**config.mk**
```make
export PLATFORM = sky130hd
export DESIGN_NAME = audio_codec_i2s_master
export DESIGN_NICKNAME = d
export VERILOG_FILES = /design/src/rtl/audio_codec_i2s_master.sv
export SDC_FILE = /design/constraint.sdc
export NUM_CORES = 1
export LEC_CHECK = 0
export ABC_AREA = 1
export CORE_MARGIN = 1.5
export CORE_UTILIZATION = 37
export CTS_BUF_LIST = sky130_fd_sc_hd__clkbuf_8
export DETAILED_ROUTE_END_ITERATION = 10
export RECOVER_POWER = 50
export SLEW_MARGIN = 0
export SYNTH_ARGS = -nofsm -noshare
export SYNTH_HDL_FRONTEND = slang
export SYNTH_SLANG_ARGS = --single-unit
```
**constraint.sdc**
```tcl
create_clock -name clk_clk -period 2.5 [get_ports clk_clk]
set_input_delay 0.5 -clock clk_clk [delete_from_list [all_inputs] [get_ports clk_clk]]
set_output_delay 0.5 -clock clk_clk [all_outputs]
set_load 0.01 [all_outputs]
```
**src/rtl/audio_codec_i2s_master.sv**
```systemverilog
// I2S master: BCLK/LRCK generation, stereo ADC serializer with one-entry holding register, DAC deserializer.
// Serial outputs are registered (1 clk); adc_ready drops while the holding entry is full and recovers at the next frame start.
module audio_codec_i2s_master #(
    parameter int DATA_WIDTH = 16,
    parameter int SLOT_BCLKS = 32,
    parameter int BCLK_DIV   = 4
) (
    input  logic                  clk_clk,
    input  logic                  reset_reset_n,
    input  logic                  enable,
    input  logic [DATA_WIDTH-1:0] adc_left,
    input  logic [DATA_WIDTH-1:0] adc_right,
    input  logic                  adc_valid,
    output logic                  adc_ready,
    output logic [DATA_WIDTH-1:0] dac_left,
    output logic [DATA_WIDTH-1:0] dac_right,
    output logic                  dac_valid,
    output logic                  underrun,
    output logic                  AUD_BCLK,
    output logic                  AUD_ADCLRCK,
    output logic                  AUD_DACLRCK,
    output logic                  AUD_ADCDAT,
    input  logic                  AUD_DACDAT
);
    localparam int FRAME = 2 * SLOT_BCLKS;
    localparam int CW    = $clog2(FRAME);
    localparam int DIVW  = $clog2(BCLK_DIV);
    localparam logic [CW-1:0]   C_LAST     = CW'(FRAME - 1);
    localparam logic [CW-1:0]   C_SLOT     = CW'(SLOT_BCLKS);
    localparam logic [CW-1:0]   C_DW       = CW'(DATA_WIDTH);
    localparam logic [DIVW-1:0] C_DIV_LAST = DIVW'(BCLK_DIV - 1);

    typedef enum logic {ST_IDLE, ST_RUN} state_t;
    state_t r_state, w_state_nx;

    logic [DIVW-1:0]       r_div;
    logic [CW-1:0]         r_cnt;
    logic                  r_bclk, r_lrck, r_adcdat, r_dac_vld, r_full, r_underrun;
    logic [DATA_WIDTH-1:0] r_hold_l, r_hold_r, r_adc_sh_l, r_adc_sh_r;
    logic [DATA_WIDTH-1:0] r_dac_sh_l, r_dac_sh_r, r_dac_l, r_dac_r;

    logic                  w_run, w_tick, w_fall, w_rise, w_wrap, w_frame_start, w_accept;
    logic                  w_right, w_right_nx, w_s_data, w_s_nx_data;
    logic [CW-1:0]         w_cnt_nx, w_s, w_s_nx;
    logic [DATA_WIDTH-1:0] w_cap_l, w_cap_r;

    always_ff @(posedge clk_clk or negedge reset_reset_n) begin
        if (!reset_reset_n) r_state <= ST_IDLE;
        else                r_state <= w_state_nx;
    end

    always_comb begin
        w_state_nx = ST_IDLE;
        if (enable) w_state_nx = ST_RUN;
    end

    // The IDLE->RUN cycle is itself the first frame start.
    assign w_run         = enable && (r_state == ST_RUN);
    assign w_tick        = w_run && (r_div == C_DIV_LAST);
    assign w_fall        = w_tick && r_bclk;
    assign w_rise        = w_tick && !r_bclk;
    assign w_cnt_nx      = (r_cnt == C_LAST) ? '0 : r_cnt + CW'(1);
    assign w_wrap        = w_fall && (r_cnt == C_LAST);
    assign w_frame_start = enable && ((r_state == ST_IDLE) || w_wrap);
    assign w_accept      = adc_valid && !r_full;

    assign w_right     = (r_cnt >= C_SLOT);
    assign w_s         = w_right ? r_cnt - C_SLOT : r_cnt;
    assign w_s_data    = (w_s >= CW'(1)) && (w_s <= C_DW);
    assign w_right_nx  = (w_cnt_nx >= C_SLOT);
    assign w_s_nx      = w_right_nx ? w_cnt_nx - C_SLOT : w_cnt_nx;
    assign w_s_nx_data = (w_s_nx >= CW'(1)) && (w_s_nx <= C_DW);
    assign w_cap_l     = {r_dac_sh_l[DATA_WIDTH-2:0], AUD_DACDAT};
    assign w_cap_r     = {r_dac_sh_r[DATA_WIDTH-2:0], AUD_DACDAT};

    always_ff @(posedge clk_clk or negedge reset_reset_n) begin
        if (!reset_reset_n) begin
            r_div    <= '0;
            r_bclk   <= 1'b0;
            r_cnt    <= '0;
            r_lrck   <= 1'b0;
            r_adcdat <= 1'b0;
        end else if (!w_run) begin
            r_div    <= '0;
            r_bclk   <= 1'b0;
            r_cnt    <= '0;
            r_lrck   <= 1'b0;
            r_adcdat <= 1'b0;
        end else begin
            r_div <= w_tick ? '0 : r_div + DIVW'(1);
            if (w_tick) r_bclk <= ~r_bclk;
            if (w_fall) begin
                r_cnt    <= w_cnt_nx;
                r_lrck   <= w_right_nx;
                r_adcdat <= w_s_nx_data ? (w_right_nx ? r_adc_sh_r[DATA_WIDTH-1]
                                                      : r_adc_sh_l[DATA_WIDTH-1]) : 1'b0;
            end
        end
    end

    always_ff @(posedge clk_clk or negedge reset_reset_n) begin
        if (!reset_reset_n) begin
            r_adc_sh_l <= '0;
            r_adc_sh_r <= '0;
        end else if (w_frame_start) begin
            r_adc_sh_l <= r_full ? r_hold_l : '0;
            r_adc_sh_r <= r_full ? r_hold_r : '0;
        end else if (w_fall && w_s_nx_data) begin
            if (w_right_nx) r_adc_sh_r <= r_adc_sh_r << 1;
            else            r_adc_sh_l <= r_adc_sh_l << 1;
        end
    end

    // With SLOT_BCLKS = DATA_WIDTH+1 the last right bit lands on the output-load edge, hence w_cap_r.
    always_ff @(posedge clk_clk or negedge reset_reset_n) begin
        if (!reset_reset_n) begin
            r_dac_sh_l <= '0;
            r_dac_sh_r <= '0;
            r_dac_l    <= '0;
            r_dac_r    <= '0;
            r_dac_vld  <= 1'b0;
        end else begin
            r_dac_vld <= 1'b0;
            if (!w_run) begin
                r_dac_sh_l <= '0;
                r_dac_sh_r <= '0;
            end else if (w_rise) begin
                if (w_s_data && !w_right) r_dac_sh_l <= w_cap_l;
                if (w_s_data && w_right)  r_dac_sh_r <= w_cap_r;
                if (r_cnt == C_LAST) begin
                    r_dac_l   <= r_dac_sh_l;
                    r_dac_r   <= w_s_data ? w_cap_r : r_dac_sh_r;
                    r_dac_vld <= 1'b1;
                end
            end
        end
    end

    always_ff @(posedge clk_clk or negedge reset_reset_n) begin
        if (!reset_reset_n) begin
            r_hold_l   <= '0;
            r_hold_r   <= '0;
            r_full     <= 1'b0;
            r_underrun <= 1'b0;
        end else begin
            if (w_accept) begin
                r_hold_l <= adc_left;
                r_hold_r <= adc_right;
            end
            if (w_frame_start) begin
                r_full <= w_accept;
                if (!r_full) r_underrun <= 1'b1;
            end else if (w_accept) begin
                r_full <= 1'b1;
            end
        end
    end

    assign adc_ready   = !r_full;
    assign dac_left    = r_dac_l;
    assign dac_right   = r_dac_r;
    assign dac_valid   = r_dac_vld;
    assign underrun    = r_underrun;
    assign AUD_BCLK    = r_bclk;
    assign AUD_ADCLRCK = r_lrck;
    assign AUD_DACLRCK = r_lrck;
    assign AUD_ADCDAT  = r_adcdat;
endmodule
```
# Word level (Yosys, flattened, before mapping)
# Index checks and enable logic that the tools add are counted.
# totals
ff_bits	143
word_cells	99
output_inout_bits	39
input_bits	37
# op_classes
n_reduce_logical	25
eq_ne	8
mux	36
bitwise	3
order_cmp	6
add_sub_neg	4
# op_table
operator	n
16-bit two-way mux	15
6-bit two-way mux	5
1-bit two-way mux	14
6-bit by 1-bit greater-or-equal comparator with 1-bit output (second input constant)	2
6-bit greater-or-equal comparator (second input constant)	2
6-bit by 5-bit <= comparator with 1-bit output (second input constant)	2
1-bit logical AND	12
6-bit subtractor (second input constant)	2
2-bit by 1-bit != test with 1-bit output (second input constant)	5
2-bit AND reduction	5
6-bit by 1-bit adder with 6-bit output (second input constant)	1
6-bit == test (second input constant)	1
2-bit nonzero test	3
2-bit two-way mux	2
1-bit zero test	3
1-bit NOT	3
3-bit AND reduction	1
2-bit by 1-bit adder with 2-bit output (second input constant)	1
2-bit == test (second input constant)	1
2-bit != test (second input constant)	1
1-bit logical OR	1

# Longest topological paths before layout
# logic_depth
ltp_word	9
mapped_depth	13
mapped_depth_nobuf	12

# Worst setup path before layout
# No wires, ideal clock.
# synth_timing
path_type	register to register
start	register r_cnt[0]
end	register r_adc_sh_r[10]
stages_incl_launch_ff	13
setup_ns	0.117
required_time_ns	2.383
path_slack_ns	0.704
arrival_time_ns	1.679
n_path_buf	1
period_less_slack_ns	1.796
path_cell_list	dfrtp_1 > ha_1 > nand2_2 > clkinv_1 > nand2_1 > nand2_1 > o21ai_2 > nand2_2 > nor2_4 > nand3_4 > buf_4 > nand3_1 > nand2_1
# synth_between
elab_chain_len	9
elab_cells_between_ends	17
# synth_rtl
item	line_no	text
start, declared	37	logic [CW-1:0] r_cnt;
start signal, assigned	93	r_cnt <= w_cnt_nx;
6-bit by 1-bit adder with 6-bit output / 6-bit == test (equally long branches)	62, 63	
6-bit two-way mux	62	assign w_cnt_nx = (r_cnt == C_LAST) ? '0 : r_cnt + CW'(1);
6-bit subtractor / 6-bit greater-or-equal comparator (equally long branches)	71, 70	
6-bit two-way mux	71	assign w_s_nx = w_right_nx ? w_cnt_nx - C_SLOT : w_cnt_nx;
6-bit by 1-bit greater-or-equal comparator with 1-bit output / 6-bit by 5-bit <= comparator with 1-bit output (equally long branches)	72	assign w_s_nx_data = (w_s_nx >= CW'(1)) && (w_s_nx <= C_DW);
1-bit logical AND	72	
1-bit logical AND	108	end else if (w_fall && w_s_nx_data) begin
2-bit nonzero test (no source line)	--	
2-bit AND reduction (no source line)	--	
end signal, assigned	107	r_adc_sh_r <= r_full ? r_hold_r : '0;
end signal, assigned	109	if (w_right_nx) r_adc_sh_r <= r_adc_sh_r << 1;
end, declared	39	logic [DATA_WIDTH-1:0] r_hold_l, r_hold_r, r_adc_sh_l, r_adc_sh_r;
# Several ways; a longest one is shown, not always the timed one.
# A chain may end at the register's enable or synchronous reset.

# Worst setup path in the final report
# layout_timing
start	register r_cnt[0]
end	register r_adc_sh_r[3]
# Same word-level chain as after synthesis.

==> flow_summary.ini <==
[clocking]
post_cts_hold_buffer_count = 0
cts_root_buf = clkbuf_8
clkSinkCount = 143
clk_latency_ns = 0.44
cts.clk_slew.worst_paths_ns = 0.08
post_cts_buffers = 0
cts_tree = built
h-tree-depth = 4
clock_path_buffers = 2
cts_inserted_buffers = 17
cts-resized-gates = 0

[cells_and_area]
num_antenna_cells = 0
fin_area_um2 = 7620
nets = 779
syn2layout_area_growth_pct = 20.7
layout-drive-gt1-share = 0.139
stdcell_count = 970

[place]
port_buffers = 75
place_congestion = 0.766
place_area_um2 = 7230
place_inst = 938
post-dp-hpwl_um = 8030

[critical_path]
max_stage_delay_ns = 0.43
regToRegSetupSlack_ns = 0.33
crit_path_top_delay_cell = dfrtp_1
end_kind = flip-flop
worstSetupEndpoint = r_adc_sh_r[3]
crit_fanout = 17
cp.arrival_ns = 2.54
crit_top_cell = nand2_1
reg2reg_to = r_adc_sh_r[3]
crit_path_cell_trace = ha_1 -> nand2_2 -> clkinv_1 -> nand2_1 -> nand2_1 -> o21ai_2 -> nand2_2 -> nor2_4 -> nand3_4 -> nand2_4 -> nand2_1 -> nand2_1
crit_required_ns = 2.88
crit_path_start = r_cnt[0]
rr_startpoint = r_cnt[0]
crit_type = flip-flop to flip-flop
worstRegToRegCells = 12
startpoint_type = flip-flop

[floorplanning]
fp.dieW_um = 134
ioPinCount = 76
chipHeight_um = 134
core_area_um2 = 16600
num_rows = 47
start_util = 0.379
die_area_um2 = 17900

[synth]
syn-mean-instance-area_um2 = 9.44
synth-main-ff-cell = dfrtp_1
synth_area_leaders = dfrtp_1 57%, nand2_1 12%, nand3_1 7.1%, mux2_2 5.7%, o21ai_0 5.2%
postSynthCellCount = 669
synth.yosys.seq_area_share = 0.567
synth_edf_count = 0
synth_area_um2 = 6310
synth_top_cell_area_share = 0.567
syn_nets = 711
yosysWarnings = 0
ys_ff_latch = 143
synth_area_leader_cell = dfrtp_1
async_reset_ff_frac = 1.00
synth_cell_types = 31

[timing]
skew_ns = 0.00919
report.final.hold_viol_count = 0
period_share = 0.866
rsz0062_at_grt = no
tightest_slew_ns = 1.62
tns_ns = 0
setup_viol_count_final = 0
drv_slew = 68
max_clock_freq_mhz = 462
slew_headroom = -0.0771
min_period_ns = 2.17

[drt]
drc = 0
drtIter0Drc = 315
dr.pass1.iters = 4
vias = 4650
vias_per_cell = 4.79
drtAntennaViolNets = 0
post_drt_wl_per_cell_um = 12.4
wl_um = 12000

[global_routing]
grt_pass1_wl_um = 21100
grt_pass1_vias = 4550
grt_max_degree = 68
antenna_found_initial = 0
grt_usage = 0.146
grt_overflow = 0

[pwr]
powerDensity_nw_per_um2 = 722
vdd.ir_drop.worst_uv = 366
p_leak_nw = 3.52

[worst_hold_path]
min_path_type = flip-flop to flip-flop

[run_status]
outcome = complete, but fails checks
violations = max-capacitance violations, max-slew violations

[job]
maxCapViolCount = 1
## how the worst min path moves through the flow
stage,from,to,slack (ns),cells past startpoint
2_1_floorplan,reset_reset_n,AUD_ADCDAT,0.20,0
3_3_place_gp,r_div[0],r_div[0],0.43,1
3_5_place_dp,r_div[0],r_div[0],0.44,1
4_1_cts,reset_reset_n,r_dac_sh_r[4],0.04,1
5_1_grt,r_div[0],r_div[0],0.48,1
6_report,r_div[0],r_div[0],0.44,1
## stage by stage
step                      total power (W)  hold WS (ns)  setup WS, ns   util
after floorplan                   0.00339         0.204         0.704      -
after global placement            0.00360         0.431         0.132  0.434
after detailed placement          0.00365         0.437        0.0801  0.434
after CTS                         0.00559        0.0408         0.345  0.460
after global routing              0.00583         0.476         0.140  0.458
final                             0.00550         0.441         0.334  0.458
## state kept, by name, indices dropped and copies added, names as in the netlist, 2 cells and up
name and cells:
r_div 2, r_adc_sh_l 16, r_hold_l 16, r_adc_sh_r 16, r_hold_r 16, r_dac_sh_r 16, r_cnt 6, r_dac_sh_l 16
dac_right 16, dac_left 16
## worst max-delay path: cells and delay by family (launching register included)
| kind | cells | cell delay, ns |
|---|---|---|
| simple gates | 9 | 1.19 |
| flops | 1 | 0.43 |
| buf+inv | 1 | 0.14 |
| fa+ha+maj | 1 | 0.26 |
| compound gates | 1 | 0.07 |
## metal layers
layer | global-route usage | vias up | wire, um
li1 | - | 2330 | -
met4 | 0.0568 | 0 | 168
met5 | 0 | - | 0
met3 | 0.0369 | 17 | 507
met2 | 0.229 | 110 | 5590
met1 | 0.195 | 2193 | 5760
## cells in the final DEF (no fill, tap or decap), types with 7 or more instances in the layout
master           instances
dfrtp_1                143
buf_4                    9
inv_1                   33
o21ai_1                 13
nand2_1                210
o21ai_0                 65
clkdlybuf4s50_1         73
o21ai_2                  7
clkbuf_8                19
nand3_1                 89
mux2_2                  32
## power breakdown
part           switching (W)  internal (W)
clock network       0.000877       0.00104
logic               0.000372      0.000385
registers           0.000181       0.00264
total                0.00143       0.00407
## cells in the mapped netlist, types with 3 or more instances
| master | n |
|---|---|
| buf_1 | 5 |
| buf_2 | 15 |
| buf_4 | 6 |
| buf_6 | 5 |
| clkbuf_1 | 8 |
| dfrtp_1 | 143 |
| ha_1 | 5 |
| inv_1 | 32 |
| mux2_2 | 32 |
| nand2_1 | 209 |
| nand2_2 | 6 |
| nand2_4 | 3 |
| nand3_1 | 89 |
| nor2_1 | 5 |
| nor2_4 | 4 |
| o21ai_0 | 65 |
| o21ai_1 | 13 |
| o21ai_2 | 7 |
## cell families after synthesis
kind of cell,synth area share
compound gates,0.0795
simple gates,0.230
buf+inv,0.0565
fa+ha+maj,0.00991
flops,0.567
mux,0.0571
## final cells by class
type                            count  area [um^2]
Multi-Input combinational cell    452         2380
Fill cell                        1618         9020
Sequential cell                   143         3580
Timing Repair Buffer               88          835
Tap cell                          220          275
Clock buffer                       19          262
Clock inverter                     13          161
Inverter                           35          131
Power figures use the tool's default switching activity.
